<file path="src/rtl/seq_mac_unit.sv">
// seq_mac_unit: iterative shift-add multiply-accumulate unit.
// A WIDTH x WIDTH unsigned product is built over WIDTH cycles with a
// 2*WIDTH ripple adder made of full-adder slices. The product is then folded
// into a running ACC_WIDTH accumulator that has a sticky carry-out flag.
// Valid/ready handshakes are used on both the operand side and the result side.
module seq_mac_unit #(
    parameter int WIDTH     = 8,
    parameter int ACC_WIDTH = 24
) (
    input  logic                 clk,
    input  logic                 reset,
    input  logic                 in_valid,
    output logic                 in_ready,
    input  logic [WIDTH-1:0]     a,
    input  logic [WIDTH-1:0]     b,
    input  logic                 acc_clear,
    output logic                 out_valid,
    input  logic                 out_ready,
    output logic [ACC_WIDTH-1:0] result,
    output logic                 overflow
);

    localparam int PW  = 2 * WIDTH;
    localparam int CW  = $clog2(WIDTH + 1);
    localparam int AW1 = ACC_WIDTH + 1;

    typedef enum logic [1:0] {
        IDLE = 2'b00,
        MUL  = 2'b01,
        ACC  = 2'b10,
        DONE = 2'b11
    } state_t;

    // One full-adder bit slice: returns {carry_out, sum}.
    function automatic logic [1:0] full_adder(input logic x, input logic y, input logic cin);
        logic s;
        logic co;
        s  = x ^ y ^ cin;
        co = (x & y) | (x & cin) | (y & cin);
        return {co, s};
    endfunction

    // Ripple chain of full-adder slices. The carry-out is dropped because an
    // unsigned WIDTH x WIDTH product always fits in 2*WIDTH bits.
    function automatic logic [PW-1:0] ripple_add(input logic [PW-1:0] x, input logic [PW-1:0] y);
        logic [PW-1:0] r;
        logic          c;
        logic [1:0]    fa;
        c = 1'b0;
        for (int i = 0; i < PW; i++) begin
            fa   = full_adder(x[i], y[i], c);
            r[i] = fa[0];
            c    = fa[1];
        end
        return r;
    endfunction

    state_t                 state_r;
    state_t                 state_next_s;
    logic                   in_ready_r;
    logic                   out_valid_r;
    logic [PW-1:0]          mcand_r;
    logic [WIDTH-1:0]       mplier_r;
    logic [PW-1:0]          product_r;
    logic [CW-1:0]          count_r;
    logic                   clr_pend_r;
    logic [ACC_WIDTH-1:0]   acc_r;
    logic [ACC_WIDTH-1:0]   result_r;
    logic                   overflow_r;

    logic [PW-1:0]          partial_sum_s;
    logic [ACC_WIDTH-1:0]   acc_base_s;
    logic                   ovf_base_s;
    logic [AW1-1:0]         acc_sum_s;
    logic                   last_iter_s;

    assign in_ready  = in_ready_r;
    assign out_valid = out_valid_r;
    assign result    = result_r;
    assign overflow  = overflow_r;

    // Next-state decode for the control FSM.
    always_comb begin
        state_next_s = state_r;
        last_iter_s  = (count_r == CW'(WIDTH - 1));
        case (state_r)
            IDLE: begin
                if (in_valid) begin
                    state_next_s = MUL;
                end else begin
                    state_next_s = IDLE;
                end
            end
            MUL: begin
                if (last_iter_s) begin
                    state_next_s = ACC;
                end else begin
                    state_next_s = MUL;
                end
            end
            ACC: begin
                state_next_s = DONE;
            end
            DONE: begin
                if (out_ready) begin
                    state_next_s = IDLE;
                end else begin
                    state_next_s = DONE;
                end
            end
            default: begin
                state_next_s = IDLE;
            end
        endcase
    end

    // Arithmetic: the partial-product ripple add and the accumulator fold,
    // where a pending clear replaces the old accumulator and flag by zero.
    always_comb begin
        partial_sum_s = ripple_add(product_r, mcand_r);
        if (clr_pend_r) begin
            acc_base_s = {ACC_WIDTH{1'b0}};
            ovf_base_s = 1'b0;
        end else begin
            acc_base_s = acc_r;
            ovf_base_s = overflow_r;
        end
        acc_sum_s = {1'b0, acc_base_s} + AW1'(product_r);
    end

    // State register, with handshake outputs registered from the next state.
    always_ff @(posedge clk) begin
        if (reset) begin
            state_r     <= IDLE;
            in_ready_r  <= 1'b1;
            out_valid_r <= 1'b0;
        end else begin
            state_r     <= state_next_s;
            in_ready_r  <= (state_next_s == IDLE);
            out_valid_r <= (state_next_s == DONE);
        end
    end

    // Datapath: operand capture, shift-add iterations and accumulator update.
    always_ff @(posedge clk) begin
        if (reset) begin
            mcand_r    <= {PW{1'b0}};
            mplier_r   <= {WIDTH{1'b0}};
            product_r  <= {PW{1'b0}};
            count_r    <= {CW{1'b0}};
            clr_pend_r <= 1'b0;
            acc_r      <= {ACC_WIDTH{1'b0}};
            result_r   <= {ACC_WIDTH{1'b0}};
            overflow_r <= 1'b0;
        end else begin
            case (state_r)
                IDLE: begin
                    if (in_valid) begin
                        mcand_r    <= {{WIDTH{1'b0}}, a};
                        mplier_r   <= b;
                        product_r  <= {PW{1'b0}};
                        count_r    <= {CW{1'b0}};
                        clr_pend_r <= acc_clear;
                    end
                end
                MUL: begin
                    if (mplier_r[0]) begin
                        product_r <= partial_sum_s;
                    end
                    mcand_r  <= {mcand_r[PW-2:0], 1'b0};
                    mplier_r <= {1'b0, mplier_r[WIDTH-1:1]};
                    count_r  <= count_r + {{(CW-1){1'b0}}, 1'b1};
                end
                ACC: begin
                    acc_r      <= acc_sum_s[ACC_WIDTH-1:0];
                    result_r   <= acc_sum_s[ACC_WIDTH-1:0];
                    overflow_r <= ovf_base_s | acc_sum_s[ACC_WIDTH];
                end
                DONE: begin
                    acc_r <= acc_r;
                end
                default: begin
                    acc_r <= acc_r;
                end
            endcase
        end
    end

endmodule

</file>
<file path="config.mk">
export PLATFORM = sky130hd
export DESIGN_NAME = seq_mac_unit
export DESIGN_NICKNAME = d
export VERILOG_FILES = /design/src/rtl/seq_mac_unit.sv
export SDC_FILE = /design/constraint.sdc
export NUM_CORES = 1
export LEC_CHECK = 0
export ABC_AREA = 1
export CAP_MARGIN = 20
export CORE_UTILIZATION = 30
export DETAILED_ROUTE_END_ITERATION = 8
export REMOVE_ABC_BUFFERS = 1
export SYNTH_ARGS = -nofsm -noshare
export SYNTH_HDL_FRONTEND = slang
export SYNTH_SLANG_ARGS = --single-unit
</file>
<file path="constraint.sdc">
create_clock -name clk -period 16.2 [get_ports clk]
set_input_delay 2.43 -clock clk [delete_from_list [all_inputs] [get_ports clk]]
set_output_delay 2.43 -clock clk [all_outputs]
set_load 0.05 [all_outputs]
</file>
==> tab_implementation.tex <==
\begin{tabular}{lr}
\hline
Metric & Value \\
\hline
\multicolumn{2}{l}{\textbf{Worst hold path}} \\
Worst Hold Class & flop to flop \\
Worst Hold Launch & mplier\_r[5]\$\_SDFFE\_PP0P\_ \\
\multicolumn{2}{l}{\textbf{Floorplanning}} \\
Number of primary I/O pins & 48 \\
Core box area & 0.0146 mm2 \\
Initial Util & 0.311 \\
Placement row count & 44 \\
DIE AREA & 0.0157 mm2 \\
Height of the chip & 125 um \\
Die X & 125 um \\
\multicolumn{2}{l}{\textbf{Worst setup path}} \\
Worst-path maximum fanout & 3 \\
CP Buf/Inv Count & 1 \\
Endpoint class of the critical path & flop \\
Slowest CP cell & sky130\_fd\_sc\_hd\_\_fa\_1 \\
CP dominant cell by count & sky130\_fd\_sc\_hd\_\_fa\_1 \\
Worst path required time & 16.45 ns \\
Critical Path Max Stage Delay & 0.42 ns \\
CP cell instances & ha\_1, inv\_1, fa\_1, fa\_1, fa\_1, fa\_1, fa\_1, fa\_1, fa\_1, fa\_1, fa\_1, fa\_1, fa\_1, fa\_1, fa\_1, fa\_1, xor2\_1, nor2\_1, a21oi\_1, a211oi\_1 \\
Setup crit start kind & flop \\
Crit. Startpoint & product\_r[0]\$\_SDFFE\_PP0P\_ \\
Start of the worst register-to-register path & product\_r[0]\$\_SDFFE\_PP0P\_ \\
Crit Path Category & flop to flop \\
Arrival @ worst endpoint & 6.89 ns \\
Cell class contributing the biggest share of worst-path delay & adder cells \\
\multicolumn{2}{l}{\textbf{Detailed routing}} \\
Total Wirelength & 10.6 mm \\
Drt wl/cell & 11.9 um \\
Final ANT Viol Nets & 0 \\
Post-detailed-route DRC marker count & 6 \\
Count of TritonRoute iterations in the first routing pass & 6 \\
Via count of the routed design & 4,057 \\
Per-cell via count in the routed design & 4.54 \\
Iter 0 DRT Violations & 224 \\
\multicolumn{2}{l}{\textbf{Flow run}} \\
Total of max-cap violations & 0 \\
\multicolumn{2}{l}{\textbf{Yosys}} \\
Async SR Flop Fraction & 0 \\
Total of flip-flops plus latches after synthesis & 74 \\
Number of synthesized flops with an enable pin & 0 \\
Mean Syn Cell Area & 6.82 um2 \\
Synth warnings & 0 \\
Cell area after synthesis & 0.00455 mm2 \\
Most frequently used flop master after synthesis & sky130\_fd\_sc\_hd\_\_dfxtp\_1 \\
Main area contributors after synthesis & sky130\_fd\_sc\_hd\_\_dfxtp\_1, sky130\_fd\_sc\_hd\_\_nand2\_1, sky130\_fd\_sc\_hd\_\_inv\_1 \\
Area leader, netlist & sky130\_fd\_sc\_hd\_\_dfxtp\_1 \\
Yosys cell types & 37 \\
Fraction of post-synthesis cell area in the top cell type by area & 0.325 \\
Post-Syn Instances & 668 \\
Seq/Total Area, Yosys & 0.325 \\
\multicolumn{2}{l}{\textbf{Placed design}} \\
Port Buffer Count & 47 \\
Area of placed instances & 0.00513 mm2 \\
Placement-stage worst setup slack & 9.56 ns \\
Detailed-placement wirelength estimate & 7.88 mm \\
Placed Instances & 878 \\
Gp weighted congestion & 0.873 \\
\multicolumn{2}{l}{\textbf{Final layout}} \\
Number of nets in the final layout & 759 \\
Fraction of final layout cells sized beyond drive strength 1 & 0.0408 \\
Most frequent standard cell in the layout excluding fill and tap cells & sky130\_fd\_sc\_hd\_\_nand2\_1 \\
Non-filler instance count after layout & 894 \\
Antenna diode count & 0 \\
Area growth from synthesis to layout & 19.2\% \\
Area of all placed cells without fillers & 0.00543 mm2 \\
Filler instances & 1,604 \\
End-of-flow core utilization & 0.371 \\
Most frequent cells in the layout & sky130\_fd\_sc\_hd\_\_nand2\_1, sky130\_fd\_sc\_hd\_\_inv\_1, sky130\_fd\_sc\_hd\_\_dfxtp\_1, sky130\_fd\_sc\_hd\_\_nor2\_1, sky130\_fd\_sc\_hd\_\_a21oi\_1 \\
\multicolumn{2}{l}{\textbf{Clocking}} \\
Total clock buffers created by CTS & 9 \\
Total number of clock tree sinks & 74 \\
Worst-path clk slew & 0.06 ns \\
Clock latency of the later-clocked register in the worst-skew pair & 0.34 ns \\
Root buffer selected by CTS & sky130\_fd\_sc\_hd\_\_clkbuf\_16 \\
CTS tree & yes \\
Total of hold buffers inserted after clock tree synthesis & 0 \\
Number of H-tree levels & 3 \\
Cts repair resizes & 0 \\
\# Post-CTS Setup Buffers & 0 \\
Clk buf depth & 2 \\
\multicolumn{2}{l}{\textbf{Pwr}} \\
Total leakage power & 2.26 nW \\
Total Power Consumption & 0.423 mW \\
Cell area power density & 77.9 mW/mm2 \\
Worst vdd rail ir drop & 0.0557 mV \\
\multicolumn{2}{l}{\textbf{Status}} \\
Violations in the final reports & DRC \\
Outcome & finished, violations left \\
\multicolumn{2}{l}{\textbf{Global routing}} \\
Initial antenna violation count & 0 \\
Number of global-route vias before repair & 3,902 \\
Largest net degree at the start of global routing & 54 \\
GRT Overall Usage & 0.146 \\
Wire length of the first global-routing pass & 18.4 mm \\
Sum of overflow across all layers after global routing & 0 \\
\multicolumn{2}{l}{\textbf{STA}} \\
Number of max-slew violations in the final report & 0 \\
Unrepaired setup endpoints after global routing & false \\
Min Clock Period, post-route & 6.64 ns \\
Transition time at the pin with the least slew margin & 1.05 ns \\
Max Clock Freq & 151 MHz \\
Fin worst setup slack & 9.56 ns \\
Setup violations, final & 0 \\
Share of the clock period used by the worst path & 0.410 \\
Worst hold slack & 0.449 ns \\
Fin. Hold Viols & 0 \\
TNS Setup & 0 ns \\
Worst slew margin relative to its limit & 0.303 \\
Worst clock skew & 0.00615 ns \\
\hline
\end{tabular}
==> registers in the layout, indices dropped and copies added, names as in the netlist <==
name        cells
result         24
mcand_r        16
product_r      16
mplier_r        8
count_r         4
state_r         2
clr_pend_r      1
in_ready        1
out_valid       1
overflow        1
==> synthesized netlist by cell type, drive strengths merged (2+ instances only) <==
master / instances
nor4: 3
dfxtp: 74
o21ai: 22
o221ai: 7
nor3: 2
a31oi: 8
nand3: 30
nand4: 2
xor2: 7
nand2: 160
buf: 13
inv: 133
clkbuf: 8
fa: 15
o22ai: 14
nor2: 77
ha: 18
a21oi: 66
==> routing by layer <==
metal	share of wire	GRT usage
met5	0	0
met4	0.0098	0.0366
met3	0.039	0.0381
met2	0.45	0.242
met1	0.50	0.189
==> cell type report <==
cell class                 instances  area, um2  share of cell area
multi-input combinational        440       2450               0.452
sequential                        74       1480               0.273
inverter                         133        499              0.0920
timing repair buffer              47        465              0.0858
tap                              184        230              0.0424
clock buffer                      10        229              0.0422
clock inverter                     6       67.6              0.0124
==> worst paths after layout <==
path,cells past startpoint,slack [ns],end
max,20,9.56,product_r[15]$_SDFFE_PP0P_
min,2,0.45,mplier_r[5]$_SDFFE_PP0P_
max reg2reg,20,9.56,product_r[15]$_SDFFE_PP0P_
min reg2reg,2,0.45,mplier_r[5]$_SDFFE_PP0P_
==> power breakdown <==
part / leakage (nW) / internal (mW) / total [mW] / switching, mW
registers: 0.600 / 0.187 / 0.192 / 0.00481
clock network: 0.139 / 0.120 / 0.202 / 0.0820
logic: 1.52 / 0.0110 / 0.0296 / 0.0186
==> kinds of logic after synthesis <==
kind of cell    count (synthesis)  synth area share
simple gates                  278             0.260
compound gates                121             0.149
fa+ha+maj                      33             0.115
xor+xnor                        8            0.0154
buf+inv                       154             0.135
flops                          74             0.325
==> tightest hold or removal path: cells and delay by family (launching register included) <==
kind / cells / cell delay (ns)
DFF: 1 / 0.31
buffers and inverters: 1 / 0.05
AOI/OAI and AO/OA: 1 / 0.05
Note: power is estimated with default switching activity, not from simulation.
==> RTL change, RTL diff (config.mk and constraints unchanged) <==
Set the parameter `WIDTH` to 4 (it was 8).
--- a/src/rtl/seq_mac_unit.sv
+++ b/src/rtl/seq_mac_unit.sv
@@ -4,7 +4,7 @@
 // into a running ACC_WIDTH accumulator that has a sticky carry-out flag.
 // Valid/ready handshakes are used on both the operand side and the result side.
 module seq_mac_unit #(
-    parameter int WIDTH     = 8,
+    parameter int WIDTH     = 4,
     parameter int ACC_WIDTH = 24
 ) (
     input  logic                 clk,
Interface: changed (resized a and b); port bits go from 48 to 40. The function was not compared with the original's and may differ.
==> RTL change against the unedited design <==
Setup slack improved by 2600 ps. Final area fell by 31%. Combinational power fell by 28%. Clock skew rose by 5.0 ps. Wire length fell by 32%. Area after synthesis fell by 31%. Power fell by 43%. Sequential cell count fell by 21.
==> RTL change: results (changes against the unedited design) <==
* CP startpoint: result[14]
* H-Tree Depth at 2 (-1)
* Worst Setup Path Type: flop to output port
* Wire length on met2 at 3365 um (-29%)
* Clock latency on the worst-skew pair at 320 ps (-20 ps)
* Status: complete, no violations
* Routability congestion estimate at 0.8144 (-6.7%)
* Sequential area share after synthesis at 33.87% (+1.3 points)
* Psw at 0.06698 mW (-36%)
* FILL cells at 1047 (-35%)
* Reg2Reg Setup Slack at 12660 ps (+3100 ps)
* Number of port buffers at 39 (-17%)
* FF-to-FF path depth at 12 (-40%)
* Avg Inst Size Synth at 6.901 sq um (+1.2%)
* GRT Total Usage at 13.88% (-0.75 points)
* Pre-Repair DR Iteration Count at 4 (-2)
* Dpl cell area at 3622 sq um (-29%)
* VDD IR-drop max at 0.00003996 V (-28%)
* Setup WS pre-CTS at 12150 ps (+2590 ps)
* Slowest CP cell: clkdlybuf4s50_1
* CP endpoint: result[14]
* Hpwl dp at 5448 um (-31%)
* Worst path max stage delay at 840 ps (+420 ps)
* Leakage power at 1.541 nW (-32%)
* Synth-to-Final Area Change at 18.89%
* Root Driver: clkbuf_8
* Dpl cells at 615 (-30%)
* Top delay family on crit path: buffers and inverters
* Routed via count at 2789 (-31%)
* Vias in the first global route at 2684 (-31%)
* Met3 WL at 238 um (-43%)
* Arrival time worst endpoint at 1620 ps (-5270 ps)
RTL change: cell count changes after synthesis, moves of 5 or more:
| cell | change |
|---|---|
| o22ai_1 | -8 |
| ha_1 | -7 |
| dfxtp_1 | -21 |
| a21oi_1 | -30 |
| fa_1 | -8 |
| nand3_1 | -12 |
| nand2_2 | +5 |
| nor2_1 | -8 |
| inv_2 | +5 |
| nand2_1 | -59 |
| inv_1 | -60 |
| a31oi_1 | -8 |
| o221ai_1 | -6 |
RTL change: routing by layer:
metal,GRT usage (%),vias to the layer above
met5,0,-
met4,4.082,0
met3,2.506,4
met2,24.19,47
met1,17.36,1242
li1,-,1496
RTL change: cells by family after synthesis:
family / count (synthesis) / synth area share [%]
and+or+nand+nor: 217 / 31.75
buffers and inverters: 91 / 11.94
AOI/OAI and AO/OA: 68 / 11.62
DFF: 53 / 33.87
adders and majority gates: 18 / 8.866
xor gates and xnor gates: 7 / 1.957
RTL change: power groups by stage:
stage	sequential, mW	clock [mW]	combinational [mW]
after floorplan	0.140	0	0.0121
after global placement	0.139	0	0.0211
after detailed placement	0.139	0	0.0214
after CTS	0.136	0.0858	0.0216
after global routing	0.137	0.0914	0.0237
final	0.136	0.0828	0.0212
RTL change: worst min-delay path by stage:
stage	from	to	slack, ps	depth (start not counted)
2_1_floorplan	count_r[2]	count_r[2]	430	2
3_3_place_gp	count_r[2]	count_r[2]	450	2
3_5_place_dp	mplier_r[2]	mplier_r[2]	460	2
4_1_cts	mplier_r[1]	mplier_r[1]	480	2
5_1_grt	mplier_r[1]	mplier_r[1]	500	2
6_report	count_r[0]	count_r[0]	470	1
RTL change: area by class of cell:
cell class                 count  area share [%]
clock buffer                   5           1.847
multi-input combinational    310           45.58
tap                          133           4.468
timing repair buffer          40           10.68
sequential                    53           28.49
inverter                      79           8.028
clock inverter                 3          0.9070
